==> src/rtl/iic_write_arbiter.sv <==
// Round-robin arbiter feeding single-register writes from two requesters into the I2C engine.
// Optional NACK retry is compiled in with `define IIC_WRITE_ARBITER_RETRY_EN.
module iic_write_arbiter #(
    parameter logic [6:0]  SLAVE_ADDR = 7'h76,
    parameter int unsigned GAP_CYCLES = 3000,
    parameter int unsigned GAP_MSB    = 11,
    parameter int unsigned MAX_RETRY  = 3
) (
    input  logic       Clk,
    input  logic       Reset_n,
    input  logic       req0_valid,
    output logic       req0_ready,
    input  logic [7:0] req0_reg,
    input  logic [7:0] req0_data,
    input  logic       req1_valid,
    output logic       req1_ready,
    input  logic [7:0] req1_reg,
    input  logic [7:0] req1_data,
    output logic       eng_start,
    output logic [6:0] eng_slave,
    output logic [7:0] eng_reg,
    output logic [7:0] eng_data,
    input  logic       eng_done,
    input  logic       eng_nack,
    output logic       rsp_valid,
    output logic       rsp_id,
    output logic       rsp_err,
    output logic       busy
);

    typedef enum logic [1:0] {StIdle, StIssue, StWaitEng, StGap} state_e;

    localparam int unsigned GAP_LAST = GAP_CYCLES - 1;

    state_e           state_q;
    logic             last_grant_q;
    logic             cmd_id_q;
    logic             retry_pend_q;
    logic [GAP_MSB:0] gap_cnt_q;
    logic             grant;
    logic             idle_ok;
    logic             accept;
    logic             retry_ok;

`ifdef IIC_WRITE_ARBITER_RETRY_EN
    localparam int unsigned RW = (MAX_RETRY > 0) ? $clog2(MAX_RETRY + 1) : 1;
    logic [RW-1:0] retry_cnt_q;
    assign retry_ok = eng_nack && (32'(retry_cnt_q) < MAX_RETRY);
`else
    logic unused_max_retry;
    assign unused_max_retry = ^MAX_RETRY;
    assign retry_ok = 1'b0;
`endif

    // On a tie the requester not served last wins; otherwise whoever is valid.
    always_comb begin
        if (req0_valid && req1_valid) begin
            grant = ~last_grant_q;
        end else begin
            grant = req1_valid;
        end
    end

    assign idle_ok    = (state_q == StIdle) && Reset_n;
    assign req0_ready = idle_ok && req0_valid && !grant;
    assign req1_ready = idle_ok && req1_valid && grant;
    assign accept     = req0_ready || req1_ready;
    assign eng_slave  = SLAVE_ADDR;

    always_ff @(posedge Clk) begin
        if (!Reset_n) begin
            state_q      <= StIdle;
            last_grant_q <= 1'b1;
            cmd_id_q     <= 1'b0;
            retry_pend_q <= 1'b0;
            gap_cnt_q    <= '0;
            eng_start    <= 1'b0;
            eng_reg      <= 8'h00;
            eng_data     <= 8'h00;
            rsp_valid    <= 1'b0;
            rsp_id       <= 1'b0;
            rsp_err      <= 1'b0;
            busy         <= 1'b0;
`ifdef IIC_WRITE_ARBITER_RETRY_EN
            retry_cnt_q  <= '0;
`endif
        end else begin
            eng_start <= 1'b0;
            rsp_valid <= 1'b0;
            unique case (state_q)
                StIdle: begin
                    if (accept) begin
                        cmd_id_q     <= grant;
                        last_grant_q <= grant;
                        eng_reg      <= grant ? req1_reg : req0_reg;
                        eng_data     <= grant ? req1_data : req0_data;
                        retry_pend_q <= 1'b0;
`ifdef IIC_WRITE_ARBITER_RETRY_EN
                        retry_cnt_q  <= '0;
`endif
                        eng_start    <= 1'b1;
                        busy         <= 1'b1;
                        state_q      <= StIssue;
                    end
                end
                StIssue: begin
                    state_q <= StWaitEng;
                end
                StWaitEng: begin
                    if (eng_done) begin
                        gap_cnt_q <= '0;
                        state_q   <= StGap;
                        if (retry_ok) begin
                            retry_pend_q <= 1'b1;
`ifdef IIC_WRITE_ARBITER_RETRY_EN
                            retry_cnt_q  <= retry_cnt_q + 1'b1;
`endif
                        end else begin
                            rsp_valid <= 1'b1;
                            rsp_id    <= cmd_id_q;
                            rsp_err   <= eng_nack;
                        end
                    end
                end
                StGap: begin
                    if (gap_cnt_q == GAP_LAST[GAP_MSB:0]) begin
                        gap_cnt_q <= '0;
                        if (retry_pend_q) begin
                            // Re-issue the latched command; cmd registers are untouched.
                            retry_pend_q <= 1'b0;
                            eng_start    <= 1'b1;
                            state_q      <= StIssue;
                        end else begin
                            busy    <= 1'b0;
                            state_q <= StIdle;
                        end
                    end else begin
                        gap_cnt_q <= gap_cnt_q + 1'b1;
                    end
                end
                default: begin
                    state_q <= StIdle;
                end
            endcase
        end
    end

endmodule

==> config.mk <==
export PLATFORM = sky130hd
export DESIGN_NAME = iic_write_arbiter
export DESIGN_NICKNAME = d
export VERILOG_FILES = /design/src/rtl/iic_write_arbiter.sv
export SDC_FILE = /design/constraint.sdc
export NUM_CORES = 1
export LEC_CHECK = 0
export ABC_AREA = 1
export CAP_MARGIN = 20
export CORE_ASPECT_RATIO = 1.2
export CORE_UTILIZATION = 48
export CTS_CLUSTER_DIAMETER = 120
export DETAILED_ROUTE_END_ITERATION = 8
export PLACE_DENSITY = 0.85
export SLEW_MARGIN = 20
export SYNTH_ARGS = -nofsm -noshare
export SYNTH_HDL_FRONTEND = slang
export SYNTH_SLANG_ARGS = --single-unit
==> constraint.sdc <==
create_clock -name Clk -period 5 [get_ports Clk]
set_clock_uncertainty 0.15 [all_clocks]
set_input_delay 0.5 -clock Clk [delete_from_list [all_inputs] [get_ports Clk]]
set_output_delay 0.5 -clock Clk [all_outputs]
set_load 0.1 [all_outputs]
After elaboration in Yosys (flattened, before gate mapping)
Cells that the tools add are included.
{"block": "totals", "mem_count": 0, "regBits": 38, "mem_bits_rw": 0, "rom_bits": 0, "latch_bits": 0, "elab_cells": 63, "input_bits": 38}
{"block": "classes", "add_sub_neg": 1, "div_mod_pow": 0, "n_lt_le_gt_ge": 0, "bitwise_logic": 1, "muxes": 23, "n_eq_ne": 8, "multipliers": 0, "reduce_logical": 18, "shifts": 0}
{"operator": "two-way mux 12 bit", "n": 2}
{"operator": "one-hot mux 12 bit (2 select lines)", "n": 1}
{"operator": "two-way mux 8 bit", "n": 2}
{"operator": "adder 12 x 1 -> 12 bit, second input constant", "n": 1}
{"operator": "equality test 12 bit, second input constant", "n": 1}
{"operator": "two-way mux 1 bit", "n": 11}
{"operator": "!= test 2 bit, second input constant", "n": 4}
{"operator": "one-hot mux 2 bit (4 select lines)", "n": 1}
{"operator": "AND reduction 2 bit", "n": 4}
{"operator": "logical AND 1 bit", "n": 6}
{"operator": "two-way mux 2 bit", "n": 3}
{"operator": "one-hot mux 1 bit (2 select lines)", "n": 3}
{"operator": "AND reduction 3 bit", "n": 2}
{"operator": "equality test 2 bit, second input constant", "n": 2}
{"operator": "AND reduction 4 bit", "n": 1}
{"operator": "nonzero test 2 bit", "n": 2}
{"operator": "equality test 2 x 1 -> 1 bit, second input constant", "n": 1}
{"operator": "zero test 2 bit", "n": 1}
{"operator": "zero test 1 bit", "n": 1}
{"operator": "logical OR 1 bit", "n": 1}
{"operator": "NOT 1 bit", "n": 1}

Logic depth before layout (Yosys ltp)
Gate-level depths: netlist (run 1).
{"block": "depth", "depth_word": 7, "mapped_depth": 10, "mapped_depth_nobuf": 10}

Worst setup path before layout (run 1)
No wires, ideal clock.
{"block": "synth_path", "kind": "in2out", "startpoint": "input port req0_valid", "endpoint": "output port req0_ready", "path_buffers": 1, "t_required_ps": 4350, "arrival_ps": 2341, "setup_slack_ps": 2009, "cell_stages": 3, "path_cell_list": "nand2_2 -> clkbuf_1 -> a21oi_1"}
{"block": "synth_via", "elab_chain_cells": 4}
{"element": "start, declared", "line": "11", "source": "input logic req0_valid,"}
{"element": "logical AND 1 bit", "line": "57", "source": "if (req0_valid && req1_valid) begin"}
{"element": "two-way mux 1 bit", "line": "57"}
{"element": "zero test 1 bit", "line": "65", "source": "assign req0_ready = idle_ok && req0_valid && !grant;"}
{"element": "logical AND 1 bit (*)", "line": "65"}
{"element": "end, declared", "line": "12", "source": "output logic req0_ready,"}
Mark *: on every way between the ends. The rest lies on a longest branch, timed or not.

Final worst setup path (run 1)
{"block": "layout_path", "startpoint": "input port req1_valid", "endpoint": "output port req1_ready"}
{"block": "layout_via", "elab_chain_cells": 3}
{"element": "start, declared", "line": "15", "source": "input logic req1_valid,"}
{"element": "logical AND 1 bit", "line": "57"}
{"element": "two-way mux 1 bit", "line": "57"}
{"element": "logical AND 1 bit (*)", "line": "66", "source": "assign req1_ready = idle_ok && req1_valid && grant;"}
{"element": "end, declared", "line": "16", "source": "output logic req1_ready,"}
Marks and branches as above.

==> results.py, run 1 <==
metrics = {
    "setup_path": {
        "crit_type": "in2out",
        "cp-start-kind": "input pin",
        "cp.required_ps": 4350,
        "path_max_fanout": 19,
        "critPathCaptureType": "output port",
        "critPathArrivalTime_ps": 2800,
    },
    "detailed_routing": {
        "antenna_left": 0,
        "wire_per_inst_um": 11.5,
        "drt_iter0_markers": 37,
        "viasPerCell": 4.99,
        "first_pass_iters": 4,
        "routed_wl_um": 4160,
        "vias": 1808,
        "drc_errors": 0,
    },
    "sta": {
        "slew_headroom_pct": 33.2,
        "fin_crit_sh_pct": 68.9,
        "layout_min_cycle_time_ps": 3450,
        "finalSetupViolations": 0,
        "setup_tns_ps": 0,
        "setup_slack_ps": 1550,
        "grt_setup_unrepaired": "false",
        "max_freq_mhz": 290,
        "hold_viol": 0,
        "tightestPinTransition_ps": 999,
        "slew_viol_final": 0,
    },
    "cts": {
        "cts_tree": "done",
        "cts.htree.levels": 2,
        "ctsResizeCount": 0,
        "cts_made_buffers": 5,
        "clock_latency_ps": 290,
        "hold_buffers": 0,
        "clockBufferDepth": 2,
        "cts_root_buf": "clkbuf_8",
        "post_cts_buffers": 0,
        "cts.sinks": 37,
        "path_clk_slew_ps": 70,
    },
    "synthesis": {
        "synth_top_area_cell": "dfxtp_1",
        "avgSynthCellArea_um2": 7.40,
        "yosysMostFrequentCell": "nand2_1",
        "ys_ff_latch": 37,
        "async_reset_ff_share_pct": 0,
        "syn_inst": 254,
        "seq_area_frac_synth_pct": 39.4,
        "synth_edf_count": 0,
        "synth_top_family_by_area": "simple AND/OR/NAND/NOR gates",
        "yosys-top-cells-count": "nand2_1, dfxtp_1, nor2_1, nand3_1",
        "synthMuxAreaShare_pct": 0,
        "synth-compound-area-share_pct": 12.6,
        "ys_types": 28,
        "synthAdderAreaFrac_pct": 3.99,
        "synth_top_area_share_pct": 39.4,
        "syn_area_um2": 1880,
        "yosys-top-cells-area": "dfxtp_1, nand2_1, nand3_1",
        "synth-xor-area-share_pct": 3.73,
        "ys.flop_type": "dfxtp_1",
        "yosys_warnings": 0,
        "yosys.area_share.simple_pct": 29.9,
    },
    "floorplan": {
        "initial_core_util_pct": 50.9,
        "fp.dieW_um": 59.1,
        "ios": 68,
        "die_area_um2": 4170,
        "num_rows": 24,
        "die_y_um": 70.5,
        "fp.coreArea_um2": 3690,
    },
    "global_route": {
        "overflow": 0,
        "grt_pass1_wl_um": 6840,
        "grt_max_degree": 35,
        "grtUsageTotal_pct": 21.5,
        "antenna_found_initial": 0,
        "grtUsageMet3_pct": 9.69,
        "first_global_vias": 1593,
        "use_met2_pct": 35.2,
        "grt-busiest-layer": "met2",
        "grt.met1_usage_pct": 24.7,
    },
    "job": {
        "maxCapViolations": 0,
    },
    "placed_design": {
        "dp_cells": 355,
        "place_hpwl_um": 3160,
        "gp_congestion": 0.869,
        "pre_cts_ws_ps": 1550,
        "port_buffers": 60,
    },
    "finish": {
        "largest_reg_flops": 12,
        "drive_above_1_share_pct": 8.06,
        "fin_util_pct": 69.1,
        "seq_area_um2": 741,
        "nets": 354,
        "multi_input_area_um2": 971,
        "instances_no_fill": 362,
        "syn_to_final_growth_pct": 35.8,
        "fill_cells": 319,
        "diodes": 0,
    },
    "min_path": {
        "min_path_type": "reg2reg",
    },
    "run_status": {
        "status": "finished, final reports clean",
    },
    "power_and_ir_drop": {
        "power_leakage_nw": 1.03,
        "ir_drop_mv": 0.324,
        "p_per_area_nw_per_um2": 499,
        "power_w": 0.00127,
    },
}
==> stage by stage <==
| stage | hold WS (ps) | instance area [um2] |
|---|---|---|
| 6_report | 336 | 2550 |
| 2_1_floorplan | 290 | 1900 |
| 3_5_place_dp | 324 | 2470 |
| 3_3_place_gp | 317 | 2470 |
| 5_1_grt | 360 | 2550 |
| 4_1_cts | 340 | 2550 |
==> cell type report <==
cell class                 count  share of cell area, %
timing repair buffer          61                   23.8
sequential                    37                   29.0
multi-input combinational    184                   38.0
inverter                      21                   3.19
clock buffer                   7                   3.38
tap                           52                   2.55
==> where the power goes <==
part / internal, W / switching [W] / leakage (nW)
Clock: 0.000109 / 0.000102 / 0.0443
Sequential: 0.000349 / 0.0000317 / 0.303
Combinational: 0.000175 / 0.000508 / 0.683
==> per-layer routing <==
| metal | part of all wire, % | up-vias |
|---|---|---|
| met2 | 50 | 65 |
| met1 | 41 | 811 |
| met4 | 1.1 | 0 |
| met3 | 8.3 | 6 |
| met5 | 0 | - |
| li1 | - | 926 |
==> placed cells by master (no fill, tap or decap), types with 2 or more instances in the layout <==
cell type        instances
ha_1                     6
clkdlybuf4s50_1         60
a21oi_1                  3
nand2_2                  4
clkbuf_8                 6
o21ai_4                  2
o21ai_0                 15
inv_1                   16
xor2_1                   6
dfxtp_1                 37
xnor2_1                  2
nand4_1                  3
nand3_1                 27
nand2_1                 48
conb_1                   7
inv_2                    4
a31oi_1                 16
nor2_1                  35
o21ai_1                  3
==> cell families (layout without fill, tap and decap cells) <==
group | count (synthesis) | in the layout
fa+ha+maj | 6 | 6
other cells | 2 | 7
buf+inv | 38 | 89
xor+xnor | 8 | 8
flops | 37 | 37
simple gates | 124 | 124
compound gates | 39 | 39
==> path summary, 6_finish.rpt <==
path / end / cells past startpoint / slack [ps] / from
worst max-delay path: req1_ready / 4 / 1550 / req1_valid
worst min-delay path: rsp_err / 2 / 340 / rsp_err
worst min register to register: rsp_err / 2 / 340 / rsp_err
worst max register to register: busy / 10 / 3060 / state_q[0]
==> critical path: stages <==
cell and delay, ps:
clkdlybuf4s50_1 910, nand3_4 170, inv_1 80, clkdlybuf4s50_1 1120
(Power assumes the default switching activity.)
==> run 2: changes to the inputs <==
CORE_UTILIZATION = 44   (was 48)
PLACE_DENSITY = 0.79   (was 0.85)
clock period = 3.2 ns   (was 5 ns; I/O delays follow)
==> results.py, run 2 (synthesis gave the netlist of run 1 again) <==
metrics = {
    "cts": {
        "cts_made_buffers": 5,
        "cts.sinks": 37,
        "path_clk_slew_ps": 70,
        "cts_tree": "done",
        "ctsResizeCount": 0,
        "cts_root_buf": "clkbuf_8",
        "clock_latency_ps": 280,
        "clockBufferDepth": 2,
        "post_cts_buffers": 0,
        "hold_buffers": 0,
        "cts.htree.levels": 2,
    },
    "global_route": {
        "antenna_found_initial": 0,
        "grt_pass1_wl_um": 6980,
        "overflow": 0,
        "grtUsageTotal_pct": 20.7,
        "grt_max_degree": 35,
        "first_global_vias": 1615,
    },
    "sta": {
        "grt_setup_unrepaired": "false",
        "holdWs_ps": 338,
        "finalSetupViolations": 0,
        "layout_min_cycle_time_ps": 2250,
        "hold_viol": 0,
        "tightestPinTransition_ps": 978,
        "max_freq_mhz": 444,
        "slew_viol_final": 0,
        "fin_crit_sh_pct": 70.4,
        "slew_headroom_pct": 34.6,
        "setup_tns_ps": 0,
    },
    "power_and_ir_drop": {
        "p_clk_share_pct": 15.8,
        "pwr-share-seq_pct": 30.1,
        "p_switching_w": 0.00101,
        "internal_power_w": 0.000978,
        "p_per_area_nw_per_um2": 774,
        "pwr-share-comb_pct": 54.1,
        "swShare_pct": 50.8,
        "ir_drop_mv": 0.487,
        "power_leakage_nw": 1.05,
    },
    "floorplan": {
        "fp.dieW_um": 61.7,
        "fp.coreArea_um2": 4000,
        "die_area_um2": 4540,
        "num_rows": 25,
        "die_y_um": 73.6,
        "initial_core_util_pct": 46.9,
        "ios": 68,
    },
    "setup_path": {
        "cp.required_ps": 2730,
        "cpLargestDelayFamily": "buffers and inverters",
        "crit_type": "reg2out",
        "crit_chain": "clkdlybuf4s50_1",
        "cp_slowest_stage_delay_ps": 1140,
        "cp-start-kind": "flop",
        "slowest_stage": "clkdlybuf4s50_1",
        "path_max_fanout": 2,
        "worst-path-buf-inv": 1,
        "critPathArrivalTime_ps": 1780,
        "critPathCaptureType": "output port",
    },
    "finish": {
        "mostFrequentLayoutCells": "clkdlybuf4s50_1, nand2_1, dfxtp_1",
        "nets": 355,
        "largest_reg_flops": 12,
        "layout_commonest_cell": "clkdlybuf4s50_1",
        "drive_above_1_share_pct": 9.62,
        "fill_cells": 370,
        "instances_no_fill": 366,
        "diodes": 0,
        "syn_to_final_growth_pct": 36.7,
    },
    "job": {
        "maxCapViolations": 0,
    },
    "run_status": {
        "status": "finished, final reports clean",
    },
    "placed_design": {
        "place_hpwl_um": 3200,
        "port_buffers": 60,
        "dp_cells": 358,
        "gp_congestion": 0.758,
    },
    "detailed_routing": {
        "drt_iter0_markers": 82,
        "viasPerCell": 4.85,
        "routed_wl_um": 4250,
        "vias": 1774,
        "drc_errors": 0,
        "wire_per_inst_um": 11.6,
        "first_pass_iters": 4,
        "antenna_left": 0,
    },
    "min_path": {
        "min_path_type": "reg2reg",
    },
}
## run 2: final timing paths
| path | startpoint | endpoint | slack (ps) | cells past startpoint |
|---|---|---|---|---|
| worst max-delay path | eng_data[4] | eng_data[4] | 950 | 1 |
| worst min-delay path | cmd_id_q | cmd_id_q | 340 | 2 |
| worst max register to register | state_q[1] | eng_reg[2] | 1280 | 8 |
| worst min register to register | cmd_id_q | cmd_id_q | 340 | 2 |
## run 2: per-layer routing
metal	part of all wire, %	GRT usage [%]	up-vias
met5	0	0	-
met4	1.9	7.41	0
met3	7.4	7.04	8
met2	48	33.7	65
met1	43	25.1	772
li1	-	-	929
## run 2: cell type report
| class | count | area [um2] | share of cell area (%) |
|---|---|---|---|
| multi-input cells | 184 | 971 | 37.8 |
| repair buffers | 62 | 628 | 24.5 |
| flip-flops and latches | 37 | 741 | 28.8 |
| well taps | 54 | 67.6 | 2.63 |
| clock buffers | 8 | 80.1 | 3.12 |
| inverters | 21 | 81.3 | 3.17 |
## run 2: power by group through the flow
stage / Combinational [W] / Sequential [W] / Clock (W)
4_1_cts: 0.00108 / 0.000598 / 0.000322
3_5_place_dp: 0.00108 / 0.000605 / 0
2_1_floorplan: 0.000420 / 0.00102 / 0
6_report: 0.00108 / 0.000597 / 0.000315
3_3_place_gp: 0.00106 / 0.000605 / 0
5_1_grt: 0.00115 / 0.000608 / 0.000345
## run 2: per-stage QoR
step / setup slack [ps] / utilization [%] / instance area (um2) / total power (W)
finish: 947 / 64.2 / 2570 / 0.00199
global route: 898 / 64.2 / 2570 / 0.00210
CTS: 931 / 64.2 / 2570 / 0.00200
detailed placement: 918 / 62.2 / 2490 / 0.00168
global placement: 1050 / 62.2 / 2490 / 0.00167
floorplan: 470 / - / 1900 / 0.00144
